`config.mk`:
```
export PLATFORM = sky130hd
export DESIGN_NAME = serial_fsm_arb
export DESIGN_NICKNAME = d
export VERILOG_FILES = /design/src/rtl/serial_fsm_arb.sv
export SDC_FILE = /design/constraint.sdc
export NUM_CORES = 1
export LEC_CHECK = 0
export ABC_AREA = 1
export BUFFER_PORTS_ARGS = -buffer_cell sky130_fd_sc_hd__buf_2
export CAP_MARGIN = 20
export CORE_UTILIZATION = 45
export CTS_CLUSTER_DIAMETER = 60
export DETAILED_ROUTE_END_ITERATION = 10
export PLACE_DENSITY = 0.78
export SLEW_MARGIN = 10
export SYNTH_ARGS = -nofsm -noshare
export SYNTH_HDL_FRONTEND = slang
export SYNTH_SLANG_ARGS = --single-unit
```
`constraint.sdc`:
```
create_clock -name clk_i -period 1.56 [get_ports clk_i]
set_clock_uncertainty 0.05 [all_clocks]
set_input_delay 0.078 -clock clk_i [delete_from_list [all_inputs] [get_ports clk_i]]
set_output_delay 0.078 -clock clk_i [all_outputs]
set_load 0.1 [all_outputs]
```
`src/rtl/serial_fsm_arb.sv`:
```
// Two-requester arbiter that resets a shared bit-serial Moore FSM, shifts a word into it LSB-first and reports its output.
// Define SFA_FIXED_PRIO_EN for fixed priority (requester 0 wins ties); the default is round-robin.
module serial_fsm_arb #(
  parameter int WORD_W = 8,
  parameter int LEN_W  = 4
) (
  input  logic              clk_i,
  input  logic              rst_i,
  input  logic              req0_i,
  input  logic              req1_i,
  input  logic [WORD_W-1:0] word0_i,
  input  logic [WORD_W-1:0] word1_i,
  input  logic [LEN_W-1:0]  len0_i,
  input  logic [LEN_W-1:0]  len1_i,
  output logic              gnt0_o,
  output logic              gnt1_o,
  output logic              busy_o,
  output logic              done_o,
  output logic              done_id_o,
  output logic [1:0]        result_o,
  output logic [LEN_W-1:0]  hits_o,
  output logic              fsm_x_o,
  output logic              fsm_rst_n_o,
  input  logic [1:0]        fsm_y_i
);
  typedef enum logic [2:0] {IDLE, RST, SHIFT, CAPT, DONE} state_t;

  localparam logic [LEN_W-1:0] MAX_LEN = LEN_W'(WORD_W);

  state_t            state, state_nx;
  logic [WORD_W-1:0] word_q;
  logic [LEN_W-1:0]  len_q, idx_q, hit_cnt, hits_q;
  logic [1:0]        result_q;
  logic              owner_q;
  logic              any_req, pick;
  logic [LEN_W-1:0]  len0_c, len1_c;

  assign any_req = req0_i | req1_i;
  assign len0_c  = (len0_i > MAX_LEN) ? MAX_LEN : len0_i;
  assign len1_c  = (len1_i > MAX_LEN) ? MAX_LEN : len1_i;

`ifdef SFA_FIXED_PRIO_EN
  assign pick = ~req0_i;
`else
  // last_q names the requester granted most recently; the other one wins a tie.
  logic last_q;
  assign pick = (req0_i & req1_i) ? ~last_q : ~req0_i;

  always_ff @(posedge clk_i) begin
    if (rst_i) begin
      last_q <= 1'b1;
    end else if (state == IDLE && any_req) begin
      last_q <= pick;
    end
  end
`endif

  always_ff @(posedge clk_i) begin
    if (rst_i) begin
      state    <= IDLE;
      word_q   <= '0;
      len_q    <= '0;
      idx_q    <= '0;
      hit_cnt  <= '0;
      hits_q   <= '0;
      result_q <= '0;
      owner_q  <= 1'b0;
    end else begin
      state <= state_nx;
      case (state)
        IDLE: begin
          if (any_req) begin
            owner_q <= pick;
            word_q  <= pick ? word1_i : word0_i;
            len_q   <= pick ? len1_c : len0_c;
            idx_q   <= '0;
            hit_cnt <= '0;
          end
        end
        SHIFT: begin
          // The first SHIFT cycle still shows the post-reset output, so it is not sampled.
          word_q <= word_q >> 1;
          idx_q  <= idx_q + LEN_W'(1);
          if (idx_q != '0 && fsm_y_i == 2'b11) begin
            hit_cnt <= hit_cnt + LEN_W'(1);
          end
        end
        CAPT: begin
          result_q <= fsm_y_i;
          hits_q   <= hit_cnt + ((len_q != '0 && fsm_y_i == 2'b11) ? LEN_W'(1) : LEN_W'(0));
        end
        default: ;
      endcase
    end
  end

  always_comb begin
    state_nx    = state;
    gnt0_o      = 1'b0;
    gnt1_o      = 1'b0;
    busy_o      = 1'b0;
    done_o      = 1'b0;
    done_id_o   = 1'b0;
    fsm_x_o     = 1'b0;
    fsm_rst_n_o = 1'b1;
    result_o    = result_q;
    hits_o      = hits_q;
    case (state)
      IDLE: begin
        if (any_req) state_nx = RST;
      end
      RST: begin
        busy_o      = 1'b1;
        gnt0_o      = ~owner_q;
        gnt1_o      = owner_q;
        fsm_rst_n_o = 1'b0;
        state_nx    = (len_q == '0) ? CAPT : SHIFT;
      end
      SHIFT: begin
        busy_o  = 1'b1;
        fsm_x_o = word_q[0];
        if (idx_q == len_q - LEN_W'(1)) state_nx = CAPT;
      end
      CAPT: begin
        busy_o   = 1'b1;
        state_nx = DONE;
      end
      DONE: begin
        busy_o    = 1'b1;
        done_o    = 1'b1;
        done_id_o = owner_q;
        state_nx  = IDLE;
      end
      default: state_nx = IDLE;
    endcase
    // Reset forces every output low, including the downstream FSM reset.
    if (rst_i) begin
      gnt0_o      = 1'b0;
      gnt1_o      = 1'b0;
      busy_o      = 1'b0;
      done_o      = 1'b0;
      done_id_o   = 1'b0;
      fsm_x_o     = 1'b0;
      fsm_rst_n_o = 1'b0;
      result_o    = '0;
      hits_o      = '0;
    end
  end
endmodule

```
Word-level counts from Yosys, hierarchy flattened
Index checks and enable logic that the tools add are counted.

word-level totals
  flip-flop bits (word level) = 31
  input bits = 30
  word-level logic and storage cells = 74

cells by class
  add/subtract/negate cells = 4
  order comparisons = 2
  eq/ne operators = 9
  multiplexer cells = 32
  bitwise operators = 5
  reductions and logical operators = 13

operator list
  operator             number
  $mux 4               6
  $mux 1               17
  $mux 8               2
  $pmux 4 s2           2
  $pmux 8 s2           1
  $pmux 3 s4           1
  $add 4x1->4 const B  2
  $gt 4x4->1 const B   2
  $reduce_bool 4->1    2
  $eq 3x2->1 const B   2
  $mux 3               2
  $ne 2x2->1 const B   3
  $reduce_and 2->1     3
  $add 4x1->4          1
  $eq 4x4->1           1
  $logic_not 4->1      1
  $reduce_or 4->1      1
  $sub 4x1->4 const B  1
  $eq 3x1->1 const B   1
  $eq 3x3->1 const B   1
  $logic_and 1x1->1    3
  $logic_not 3->1      1
  $not 1->1            3
  $reduce_and 3->1     1
  other kinds (5)      5

Depth between registers and ports, before layout
Gate-level depths: netlist of run 1.

  depth after elaboration = 5
  depth in mapped cells = 11
  gate-level depth less buffers = 11

Least setup slack after synthesis of run 1
OpenSTA, ideal clock, no wires.

  path kind = reg2out
  from = register state[0]
  to = output gnt0_o
  data arrival time = 2,595 ps
  required time = 1,432 ps
  path slack = -1,163 ps
  cell stages (with the launch flop) = 3
  path through = dfxtp_1 > nand3_1 > nor3_1

between the ends
  word-level cells in the longest chain between the ends = 3

ends and longest elaborated chain
  what                      RTL line  text
  start: declaration        30        state_t state, state_nx;
  start signal: assignment  69        state <= state_nx;
  $eq 3x1->1                108       case (state)
  $mux 1                    108
  $mux 1                    137       if (rst_i) begin
  end: declaration          15        output logic gnt0_o,

No other way between the ends.

Final worst setup path of run 1
  from = register len_q[1]
  to = register hits_q[2]

between the ends
  word-level cells in the longest chain between the ends = 4

ends and longest elaborated chain
  what                      RTL line  text
  start: declaration        32        logic [LEN_W-1:0] len_q, idx_q, hit_cnt, hits_q;
  start signal: assignment  75        len_q <= pick ? len1_c : len0_c;
  $reduce_bool 4->1         90        hits_q <= hit_cnt + ((len_q != '0 && fsm_y_i == 2'b11) ? LEN_W'(1) : LEN_W'(0));
  $logic_and 1x1->1         90
  $mux 1                    90
  $add 4x1->4               90
  end signal: assignment    90
  end: declaration          32

No other way between the ends.
A chain may end at the register's enable or synchronous reset.

==> results.md, run 1 <==
- Layout Utilization: 65.36%
- # fillers: 312
- Critical-path top delay cell: dfxtp_2
- Clock sinks: 31
- Highest clock rate: 634.5 MHz
- Setup_tns: -0.01599 ns
- Mapped Area: 1813 um^2
- Pre-CTS setup slack: -0.1216 ns
- Rel. slew slack: 67.92%
- Row count: 22
- RSZ-0062 raised after global routing: true
- Crit Path Category: reg -> reg
- # setup viols final: 1
- Final period util: 101.0%
- Nets: 352
- Die H: 65.48 um
- IO buf count: 42
- Endpoint type of the worst setup path: flip-flop
- DR vias/cell: 5.008
- Fin cells: 365
- DPL Wire Length: 2.946 mm
- CP startpoint kind: flip-flop
- Final WS setup: -0.01599 ns
- Layout cells sized above 1: 33.75%
- Area of the multi-input gates: 1081 um^2
- Hold path cells: 3
- CTS Buf Count: 5
- Detail Route Antenna Nets: 0
- Worst-Skew Late Latency: 0.29 ns
- TritonCTS clock tree: built
- Initial Utilization: 48.08%
- Kind of cell adding the most delay to the critical path: adder cells
- Post-DR wirelength/cell: 10.98 um
- Number of top-level pins: 43
- HP Class: in -> reg
- Highest-count cells in the layout ignoring fill and taps: 65 x nand2_1, 36 x inv_1, 35 x buf_2
- Via count: 1,828
- Yosys warning count: 0
- Power, Total: 0.003083 W
- GRT overflow: 0
- Flops & latches, synth: 31
- Worst VDD drop: 1.075 mV
- Sequential Area: 625.6 um^2
- GP Congestion: 0.7913
- Placed Instances: 353
- CTS Hold Bufs: 0
- Pre-antenna DRT Iters: 4
- Status: complete, but fails checks
- Initial antenna violation count: 0
- Sequential cell area fraction in the yosys report: 34.23%
- WP data required: 1.70 ns
- PwrDens: 1251 nW/um^2
- Die width: 65.48 um
- First-pass GRT wire length: 7.072 mm
- Max Slew Vio Count: 0
- Final min period: 1.576 ns
- Failing checks: negative setup slack
- Syn Nets: 298
- R2R depth: 9
- Post-Route WL: 4.007 mm
- Die area: 4287 um^2
- H-tree level count: 2
- Cell-by-cell trace of the critical path: inv_2 -> ha_4 -> nand3_4 -> and3_4 -> ha_4 -> ha_4 -> xor2_1 -> o22ai_1 -> inv_1
- Slowest stage delay, CP: 0.32 ns
- Worst path arrival time: 1.71 ns
- Largest net degree at the start of global routing: 16
- Initial DRC count: 82
- CTS root buffer: clkbuf_8
- Core ar.: 3771 um^2
- Synth unique cells: 34
- Most frequent CP cell: ha_4
- Buf/Inv on CP: 2
- Max-cap violations: 0
- DR DRC count: 0
- Most common cell after layout, fill and taps aside: nand2_1
- Avg Cell Area, Syn: 6.920 um^2
- Final count of hold timing violations: 0
- Critical Path Fanout Max: 2
- Vias in the first global route: 1,691
- Antenna diodes: 0
- Critical path depth: 9
- CTS Buffer Depth: 2
- Post-Syn Instances: 262
- Clk slew on worst S/H paths: 0.07 ns
- Slew @ Worst Pin: 0.4845 ns
- Area Growth Syn to Fin: 35.96%
- Tot GR Track Use: 21.40%
- Lkg Pwr: 1.169 nW
-- cell usage after synthesis, drive strengths merged --
cell type | number | area share [%]
nand3 | 27 | 8.6
or2 | 1 | 0.35
inv | 42 | 9.0
ha | 6 | 4.1
o21ai | 14 | 4.5
nor3 | 5 | 2.0
xnor2 | 1 | 0.48
dfxtp | 31 | 34
o22ai | 7 | 2.4
clkinv | 1 | 0.21
a21boi | 1 | 0.41
a31oi | 5 | 1.7
nor2 | 27 | 7.2
nand4 | 1 | 0.69
a211oi | 1 | 0.41
nand2 | 68 | 14
xor2 | 2 | 0.97
o211ai | 4 | 2.2
and3 | 1 | 0.35
a21oi | 9 | 2.5
buf | 8 | 3.4
-- worst paths after layout --
check        startpoint           to  slack (ns)
max reg2reg    len_q[1]    hits_q[2]       -0.02
min reg2reg   word_q[7]    word_q[7]        0.44
min          fsm_y_i[1]  result_q[1]        0.02
max            len_q[1]    hits_q[2]       -0.02
-- tightest hold or removal path: cells and delay by family --
family	cells	cell delay, ns
compound gates	1	0.08
buf+inv	2	0.16
-- kinds of logic (layout without fill, tap and decap cells) --
kind of cell / after synthesis / count (layout) / share of synthesized area [%]
simple gates: 130 / 130 / 33.47
xor+xnor: 3 / 3 / 1.450
buf+inv: 51 / 106 / 12.56
fa+ha+maj: 6 / 6 / 4.141
compound gates: 41 / 41 / 14.15
flops: 31 / 31 / 34.23
-- registers in the layout, summed over array words and instances, names as in the netlist --
signal / count
owner_q: 1
word_q: 8
last_q: 1
result_q: 2
hits_q: 4
hit_cnt: 4
len_q: 4
state: 3
idx_q: 4
-- layout make-up --
type | instances | share of cell area [%]
multi-input combinational | 180 | 43.86
clock inverter | 1 | 0.3046
clock buffer | 7 | 3.909
sequential | 31 | 25.38
tap | 48 | 2.437
inverter | 43 | 6.853
timing repair buffer | 55 | 17.26
-- timing repair --
action | in CTS | in global routing
gates resized for setup | 8 | 4
buffers inserted | 3 | 1
setup endpoints to repair | 5 | 6
pin swaps | 3 | 3
-- per-layer routing --
metal  global-route usage, %  part of all wire, %  vias up
li1                        -                    -      949
met1                   25.86                   46      822
met2                   35.70                   47       46
met3                   6.076                  4.7       11
met4                   8.152                  2.3        0
met5                       0                    0        -
-- metrics by stage --
step	instance area, um^2	hold slack (ns)
after floorplan	1887	0.1619
after detailed placement	2281	0.3029
after global placement	2281	0.3052
after global routing	2465	0.02901
after CTS	2434	0.01196
final	2465	0.01634
-- report_power, final --
| group | switching [W] | internal, W |
|---|---|---|
| clock network | 0.000307 | 0.000401 |
| logic | 0.000864 | 0.000495 |
| registers | 0.0000909 | 0.000925 |
| total | 0.00126 | 0.00182 |
No activity file was read; power rests on OpenSTA's default activity.
==> inputs of run 2 (changes only) <==
- CORE_MARGIN: unset -> 2
- PLACE_DENSITY: 0.78 -> 0.71
==> run 2 against run 1 <==
  * The run now ends clean
  * Die area rose by 6.2%
  * Non-clock buffer count is 7 higher
  * Flip-flop and latch count did not move
  * Sequential power is essentially flat
  * Utilization shrank 0.24 points
  * Clock power grew 16%
  * Critical path depth unchanged
  * Critical endpoint unchanged
  * Largest power group unchanged
==> results.md, run 2 (same netlist as run 1, synthesis figures left out) <==
- Status: completed
- Rel. slew slack: 67.14%
- Worst-Skew Late Latency: 0.28 ns
- RSZ-0062 raised after global routing: true
- Clock sinks: 31
- Nets: 359
- Detail Route Antenna Nets: 0
- Top Usage Layer GRT: met2
- Pre-antenna DRT Iters: 4
- Met2 Use GR: 34.68%
- Slew @ Worst Pin: 0.4929 ns
- CTS Buf Count: 5
- Highest clock rate: 648.6 MHz
- Largest net degree at the start of global routing: 15
- Max Slew Vio Count: 0
- CP startpoint kind: flip-flop
- DR vias/cell: 4.939
- TritonCTS clock tree: built
- Row count: 23
- Final count of hold timing violations: 0
- Number of top-level pins: 43
- Largest register FFs: 8
- Clock power share: 24.8%
- First-pass GRT wire length: 7.265 mm
- PwrDens: 1295 nW/um^2
- Switching part of the total: 39.24%
- Met1 usage: 26.49%
- Critical Path Fanout Max: 2
- H-tree level count: 2
- Int Pwr: 0.002020 W
- Most flops, register: word_q
- Post-DR wirelength/cell: 11.27 um
- Endpoint type of the worst setup path: flip-flop
- Setup_tns: 0 ns
- Psw: 0.001304 W
- IO buf count: 42
- Die width: 67.48 um
- CTS root buffer: clkbuf_8
- Tot GR Track Use: 21.03%
- Seq pwr share: 30.5%
- Highest-count cells in the layout ignoring fill and taps: 66 x nand2_1, 36 x inv_1, 35 x buf_2
- Worst path arrival time: 1.67 ns
- CTS Hold Bufs: 0
- Die area: 4553 um^2
- Max-cap violations: 0
- Clk slew on worst S/H paths: 0.07 ns
- Core ar.: 3943 um^2
- Post-Route WL: 4.214 mm
- Via count: 1,847
- # fillers: 335
- Met3 Track Usage GR: 5.667%
- GRT overflow: 0
- Layout cells sized above 1: 37.04%
- Combinational share of power: 44.8%
- Layout Utilization: 65.12%
- CTS Buffer Depth: 2
- Initial antenna violation count: 0
- Initial Utilization: 45.99%
- Most common cell after layout, fill and taps aside: nand2_1
- WP data required: 1.69 ns
- Hold slack: 0.01787 ns
- Worst VDD drop: 0.8054 mV
- Die H: 67.48 um
- Crit Path Category: reg -> reg
- Final period util: 98.83%
- Vias in the first global route: 1,674
- Initial DRC count: 62
- DPL Wire Length: 2.995 mm
- Lkg Pwr: 1.219 nW
- # setup viols final: 0
- GP Congestion: 0.7835
- Final min period: 1.542 ns
- Power, Total: 0.003324 W
- HP Class: in -> reg
- DR DRC count: 0
- Antenna diodes: 0
- Area Growth Syn to Fin: 41.61%
run 2: critical path: stages, from the launching register on:
cell	delay, ns
dfxtp_2	0.32
inv_2	0.07
ha_4	0.15
nand3_4	0.06
and3_4	0.16
ha_4	0.16
ha_4	0.15
xor2_1	0.13
o22ai_1	0.14
inv_1	0.05
run 2: path summary, 6_finish.rpt:
path                               endpoint  depth (start not counted)  slack [ns]       start
worst min-delay path            result_q[1]                          3        0.02  fsm_y_i[1]
worst min register to register    word_q[4]                          2        0.44   word_q[5]
worst max-delay path              hits_q[2]                          9        0.02    len_q[1]
worst max register to register    hits_q[2]                          9        0.02    len_q[1]
run 2: power by group through the flow:
| stage | Combinational (W) | Sequential, W | Clock [W] |
|---|---|---|---|
| 6_report | 0.00149 | 0.00101 | 0.000823 |
| 5_1_grt | 0.00164 | 0.00103 | 0.000870 |
| 4_1_cts | 0.00141 | 0.00100 | 0.000839 |
| 3_5_place_dp | 0.00135 | 0.00101 | 0 |
| 3_3_place_gp | 0.00134 | 0.00101 | 0 |
| 2_1_floorplan | 0.000994 | 0.00101 | 0 |
run 2: what timing repair did:
action | CTS | global route
buffers inserted | 2 | 5
setup endpoints to repair | 5 | 8
pin swaps | 5 | 5
resized for setup | 9 | 11
run 2: metal layers:
metal	part of all wire (%)	vias up
li1	-	968
met1	47	831
met2	47	40
met3	4.1	8
met4	1.7	0
met5	0	-
run 2: layout make-up:
class                      instances  area, um^2  share of cell area (%)
tap                               50       62.56                   2.437
inverter                          43       175.2                   6.823
timing repair buffer              62       478.0                   18.62
clock inverter                     2       35.03                   1.365
multi-input combinational        180        1107                   43.13
sequential                        31       626.9                   24.42
clock buffer                       6       82.58                   3.216
run 2: per-stage QoR:
step / cells / worst slack [ns] / area (um^2)
2_1_floorplan: 262 / -0.3366 / 1887
3_3_place_gp: 359 / -0.04570 / 2313
3_5_place_dp: 359 / -0.07822 / 2313
4_1_cts: 369 / -0.02464 / 2491
5_1_grt: 374 / -0.07874 / 2567
6_report: 374 / 0.01828 / 2567
